<file path="config.mk">
export PLATFORM = sky130hd
export DESIGN_NAME = adc_emulator
export DESIGN_NICKNAME = d
export VERILOG_FILES = /design/src/rtl/adc_emulator.sv
export SDC_FILE = /design/constraint.sdc
export NUM_CORES = 1
export LEC_CHECK = 0
export CAP_MARGIN = 20
export CORE_MARGIN = 5
export CORE_UTILIZATION = 30
export DETAILED_ROUTE_END_ITERATION = 8
export GPL_TIMING_DRIVEN = 0
export PLACE_DENSITY = 0.52
export SLEW_MARGIN = 25
export SYNTH_ARGS = -nofsm -noshare
export SYNTH_HDL_FRONTEND = slang
export SYNTH_SLANG_ARGS = --single-unit
</file>
<file path="constraint.sdc">
create_clock -name CLK -period 5.6 [get_ports CLK]
set_input_delay 1.12 -clock CLK [delete_from_list [all_inputs] [get_ports CLK]]
set_output_delay 1.12 -clock CLK [all_outputs]
set_load 0.02 [all_outputs]
</file>
<file path="src/rtl/adc_emulator.sv">
// adc_emulator: behavioural stand-in for an 8-channel simultaneous-sampling
// serial ADC. A controller pulses CNV to latch all channels, waits for BUSY to
// drop, then clocks 16 bits per channel out of SDO1..SDO8 with SCK (MSB first).
// Channel data comes from host-writable sample registers, optionally ramping.
`timescale 1ns/1ps
module adc_emulator #(
    parameter int unsigned CONV_CYCLES = 10,
    parameter logic [15:0] RAMP_STEP   = 16'd1
) (
    input  logic        CLK,
    input  logic        RST,
    input  logic        CNV,
    input  logic        SCK,
    input  logic        MODE,
    input  logic [15:0] DIN,
    input  logic [2:0]  DIN_CH,
    input  logic        DIN_WE,
    output logic        SDO1,
    output logic        SDO2,
    output logic        SDO3,
    output logic        SDO4,
    output logic        SDO5,
    output logic        SDO6,
    output logic        SDO7,
    output logic        SDO8,
    output logic        CLKOUT,
    output logic        BUSY,
    output logic        ERR
);

    typedef enum logic [1:0] {
        IDLE  = 2'd0,
        CONV  = 2'd1,
        READY = 2'd2,
        SHIFT = 2'd3
    } state_t;

    localparam logic [9:0] CONV_LAST = 10'(CONV_CYCLES - 1);

    logic        cnv_s1, cnv_s2, cnv_h;
    logic        sck_s1, sck_s2, sck_h;
    logic        cnv_rise, sck_fall;
    state_t      state, next_state;
    logic [9:0]  conv_cnt;
    logic [4:0]  bit_cnt;
    logic [15:0] sample [8];
    logic [15:0] shreg  [8];
    logic [7:0]  sdo;
    logic        do_copy, do_shift, set_err;

    // An edge is seen when the synchronized level differs from its history flop.
    assign cnv_rise = cnv_s2 & ~cnv_h;
    assign sck_fall = ~sck_s2 & sck_h;

    // Two-flop synchronizers plus a history flop for the controller's CNV and SCK.
    always_ff @(posedge CLK) begin
        if (RST) begin
            cnv_s1 <= 1'b0;
            cnv_s2 <= 1'b0;
            cnv_h  <= 1'b0;
            sck_s1 <= 1'b0;
            sck_s2 <= 1'b0;
            sck_h  <= 1'b0;
        end else begin
            cnv_s1 <= CNV;
            cnv_s2 <= cnv_s1;
            cnv_h  <= cnv_s2;
            sck_s1 <= SCK;
            sck_s2 <= sck_s1;
            sck_h  <= sck_s2;
        end
    end

    // State register.
    always_ff @(posedge CLK) begin
        if (RST) begin
            state <= IDLE;
        end else begin
            state <= next_state;
        end
    end

    // Next-state logic and the copy/shift/error strobes that drive the datapath.
    always_comb begin
        next_state = state;
        do_copy    = 1'b0;
        do_shift   = 1'b0;
        set_err    = 1'b0;
        case (state)
            IDLE: begin
                if (cnv_rise) begin
                    do_copy    = 1'b1;
                    next_state = CONV;
                end
            end
            CONV: begin
                set_err = cnv_rise | sck_fall;
                if (conv_cnt == CONV_LAST) begin
                    next_state = READY;
                end
            end
            READY: begin
                if (cnv_rise) begin
                    do_copy    = 1'b1;
                    next_state = CONV;
                end else if (sck_fall) begin
                    do_shift   = 1'b1;
                    next_state = SHIFT;
                end
            end
            SHIFT: begin
                if (cnv_rise) begin
                    do_copy    = 1'b1;
                    set_err    = 1'b1;
                    next_state = CONV;
                end else if (sck_fall) begin
                    do_shift = 1'b1;
                    if (bit_cnt == 5'd15) begin
                        next_state = IDLE;
                    end
                end
            end
            default: next_state = IDLE;
        endcase
    end

    // Conversion timer runs only while staying in CONV; bit counter only while shifting.
    always_ff @(posedge CLK) begin
        if (RST) begin
            conv_cnt <= 10'd0;
            bit_cnt  <= 5'd0;
        end else begin
            if (state == CONV && next_state == CONV) begin
                conv_cnt <= conv_cnt + 10'd1;
            end else begin
                conv_cnt <= 10'd0;
            end
            if (next_state == SHIFT) begin
                if (do_shift) begin
                    bit_cnt <= bit_cnt + 5'd1;
                end
            end else begin
                bit_cnt <= 5'd0;
            end
        end
    end

    // Sample registers: ramp on each conversion copy; a host write to the same channel wins.
    always_ff @(posedge CLK) begin
        for (int i = 0; i < 8; i++) begin
            if (RST) begin
                sample[i] <= 16'd0;
            end else begin
                if (do_copy && MODE) begin
                    sample[i] <= sample[i] + RAMP_STEP;
                end
                if (DIN_WE && DIN_CH == 3'(i)) begin
                    sample[i] <= DIN;
                end
            end
        end
    end

    // Shift registers take the pre-increment samples on a copy and shift left on SCK falls.
    always_ff @(posedge CLK) begin
        for (int i = 0; i < 8; i++) begin
            if (RST) begin
                shreg[i] <= 16'd0;
            end else if (do_copy) begin
                shreg[i] <= sample[i];
            end else if (do_shift) begin
                shreg[i] <= {shreg[i][14:0], 1'b0};
            end
        end
    end

    // Registered outputs: serial data, BUSY, sticky ERR and the SCK echo.
    always_ff @(posedge CLK) begin
        if (RST) begin
            sdo    <= 8'd0;
            BUSY   <= 1'b0;
            ERR    <= 1'b0;
            CLKOUT <= 1'b0;
        end else begin
            for (int i = 0; i < 8; i++) begin
                sdo[i] <= (state != IDLE) ? shreg[i][15] : 1'b0;
            end
            BUSY   <= (state == CONV);
            CLKOUT <= sck_s2;
            if (set_err) begin
                ERR <= 1'b1;
            end
        end
    end

    assign SDO1 = sdo[0];
    assign SDO2 = sdo[1];
    assign SDO3 = sdo[2];
    assign SDO4 = sdo[3];
    assign SDO5 = sdo[4];
    assign SDO6 = sdo[5];
    assign SDO7 = sdo[6];
    assign SDO8 = sdo[7];

endmodule

</file>
Word level (Yosys, flattened, before mapping). Memory sizes are Yosys's and may differ from the RTL's. Cells that the tools add are included.

Register bits: 33. Bits in latches: 0. RAM bits: 256. Memory bits (read-only): 0. Output and inout port bits: 11. Memories kept: 2.

Memories: sample (depth 8, width 16, read ports 8, clocked after Yosys merged registers in 0, wr ports 8, line 46) `logic [15:0] sample [8];`; shreg (depth 8, width 16, read ports 8, clocked after Yosys merged registers in 0, wr ports 8, line 47) `logic [15:0] shreg [8];`.

Add/sub/neg operators: 10. Multiply operators: 0. Div/mod/pow operators: 0. Order comparisons: 0. Equal/unequal tests: 14. Shift operators: 0. Muxes and demuxes: 82. Bitwise logic cells: 40. Reductions and logical operators: 18.

Operators with widths (count): 16-bit 2-to-1 mux (32); 16-bit by 1-bit adder with 16-bit output, second input constant (8); 1-bit 2-to-1 mux (41); 1-bit bitwise OR (33); 2-bit 2-to-1 mux (7); 3-bit equality test, second input constant (4); 10-bit by 1-bit adder with 10-bit output, second input constant (1); 10-bit by 4-bit equality test with 1-bit output, second input constant (1); 1-bit logical AND (10); 2-bit one-hot mux with 4 select lines (1); 2-bit OR reduction (4); 2-bit equality test, second input constant (3); 3-bit by 2-bit equality test with 1-bit output, second input constant (2); 5-bit by 1-bit adder with 5-bit output, second input constant (1); 5-bit by 4-bit equality test with 1-bit output, second input constant (1); 1-bit NOT (5); 2-bit by 1-bit equality test with 1-bit output, second input constant (2); 3-bit by 1-bit equality test with 1-bit output, second input constant (1); 3-bit logical NOT (1); 3-bit OR reduction (1); 1-bit bitwise AND (2); 2-bit logical NOT (1); 1-bit one-hot mux with 2 select lines (1); 2-bit nonzero test (1).

Logic depth before layout (Yosys ltp).
Depth after elaboration: 10. Depth in mapped cells: 7.

Worst setup path after synthesis. No wires, ideal clock.

Kind: input to register. Start: input RST. End: memory shreg[0][0], enable pin. Arrival: 3.912 ns. Required time: 5.124 ns. Slack: 1.211 ns. Stages: 2. Cell sequence: clkbuf_1 or3_1.

RTL lines: from (decl) (line 11) `input logic RST,`; to (decl) (line 47).

==> qor.csv <==
metric,value,unit
outcome,finished clean,
drc_errors,0,
final_common_cell,edfxtp_1,
synthFlopType,edfxtp_1,
endpoint_kind,flip-flop,
tightest_slew,1.15,ns
gp_congestion,0.798,
cts_root_buf,clkbuf_16,
clk_latency,0.57,ns
synth-seq-area-share,60.9,%
io_pins,36,
drt_iter0_drc,913,
fin_crit,3.53,ns
grt_first_pass_wirelength,55600,um
ctsHoldBuffers,0,
post_cts_buffers,0,
rsz0062_at_grt,no,
ctsLongestPathBuffers,3,
netlist-cell-type-count,37,
async_flop_share,0,%
crit_fanout,16,
final_max_slew_viol_count,0,
wl_per_cell,19.4,um
clk_pin_slew,0.05,ns
worstSetupPathType,in -> reg,
setup_viol,0,
fin_util,34.8,%
gr-total-overflow,0,
setup_tns,0,ns
tritoncts,done,
port_buffers,19,
fin_skew,0.0255,ns
htree_levels,1,
crit_path_start_kind,primary input,
final_cell_area,15700,sq um
hold_viol_final,0,
power.density,304,nW/um^2
maxCapViolations,0,
met2_usage,21.0,%
grt_max_degree,50,
dieArea,50000,sq um
vdd_drop_max,246,uV
synth_cells,1193,
nNetsFinal,1289,
grt_pass1_vias,9337,
use_met3,2.79,%
critPathRequiredTime,5.79,ns
via_per_inst,5.15,
rows,78,
hpwl,23300,um
syn_area,13700,sq um
via_count,9670,
die_w,224,um
cts_buffers,31,
grt_use_total,14.0,%
drt_wl_total,36300,um
core-area,45300,sq um
cts.repair.resized,0,
busiest_layer,met2,
p_leak,0.00499,uW
hp-class,reg -> reg,
period_share,63.0,%
placed_cells,1819,
drtPass1Iterations,5,
postPlaceCellArea,14800,sq um
drive_above_1_share,5.09,%
crit_arrival,3.72,ns
final_cell_mix,"256 x edfxtp_1, 160 x nand2_1, 134 x o21ai_0",
ys_seq_elements,289,
yosys_warnings,0,
hold_ws,0.438,ns
grt_antenna_before_repair,1,
layout.cells.non_filler,1877,
cts_sinks,289,
grt_use_met1,20.7,%
fp.dieH,224,um
start_util,30.3,%
synth_nets,1230,
relSlewSlack,23.4,%
syn_avg_cell_area,11.5,sq um
synth_edf_count,256,
antenna_left,0,
max_freq,283,MHz
area_growth,15.0,%
==> report_power, final <==
group / internal [uW] / switching, uW
sequential: 2460 / 88.5
clock: 1140 / 847
combinational: 78.0 / 165
total: 3680 / 1100
==> final timing paths <==
kind                           from                     end  slack, ns  cells after the start
setup / recovery             DIN_WE  sample[0][7]$_DFFE_PP_       2.07                      5
hold / removal    sck_s1$_SDFF_PP0_       sck_s2$_SDFF_PP0_       0.44                      1
setup reg to reg   cnv_h$_SDFF_PP0_  shreg[0][46]$_DFFE_PP_       2.78                      7
hold reg to reg   sck_s1$_SDFF_PP0_       sck_s2$_SDFF_PP0_       0.44                      1
==> synth_stat cells, types with 2 or more instances <==
library cell,instances,area share [%]
buf_1,7,0.19
o21ai_0,139,5.1
inv_1,30,0.82
nor3_2,2,0.15
clkbuf_1,56,1.5
nand3_1,41,1.5
ha_1,12,1.1
a22o_1,120,7.7
dfxtp_1,33,4.8
nor2_1,52,1.4
xor2_1,27,1.7
and3_1,8,0.37
xnor2_1,96,6.1
nand2b_1,9,0.41
nand4b_1,2,0.13
nand2_1,160,4.4
nor4_1,27,1.2
and4_1,2,0.13
nand4_1,36,1.6
a21oi_1,2,0.073
edfxtp_1,256,56
nor2b_1,10,0.46
and2_1,16,0.73
or3_1,3,0.14
nor3_1,35,1.3
==> worst max-delay path, cell delays in order <==
cell and delay [ns]:
clkdlybuf4s50_1 0.49, or3b_2 0.51, clkbuf_1 0.35, nor3_2 0.53
nand2b_1 0.72
==> state kept, by name, summed over array words and instances, names as in the netlist, 2 cells and up <==
register  flops
sample      128
shreg       128
conv_cnt     10
sdo           8
bit_cnt       5
state         2
==> area by class of cell <==
class	instances	area (sq um)
Buffer	65	246
Antenna cell	1	2.50
Tap cell	600	751
Clock inverter	10	72.6
Sequential cell	289	8350
Timing Repair Buffer	26	298
Multi-Input combinational cell	809	5020
Fill cell	4534	29500
Clock buffer	47	897
Inverter	30	113
==> kinds of logic (layout without fill, tap and decap cells) <==
logic type / after synthesis / in the layout / share of synthesized area, %
muxes: 1 / 1 / 0.0731
AOI/OAI and AO/OA: 265 / 265 / 13.1
xor gates and xnor gates: 123 / 123 / 7.86
other: 0 / 1 / 0
adders and majority gates: 12 / 12 / 1.10
DFF: 289 / 289 / 60.9
and+or+nand+nor: 408 / 408 / 14.4
buffers and inverters: 95 / 178 / 2.62
==> stage by stage <==
stage / setup WS (ns) / power (uW)
floorplan: 1.21 / 2710
global placement: -0.782 / 2830
detailed placement: 1.51 / 2840
CTS: 2.07 / 4830
global route: 1.93 / 4950
finish: 2.07 / 4780
==> layer usage <==
metal | routed length [um] | up-vias
li1 | - | 4547
met1 | 17500 | 4777
met2 | 15500 | 274
met3 | 2180 | 70
met4 | 1100 | 2
met5 | 11 | -
No activity file was read; power rests on OpenSTA's default activity.
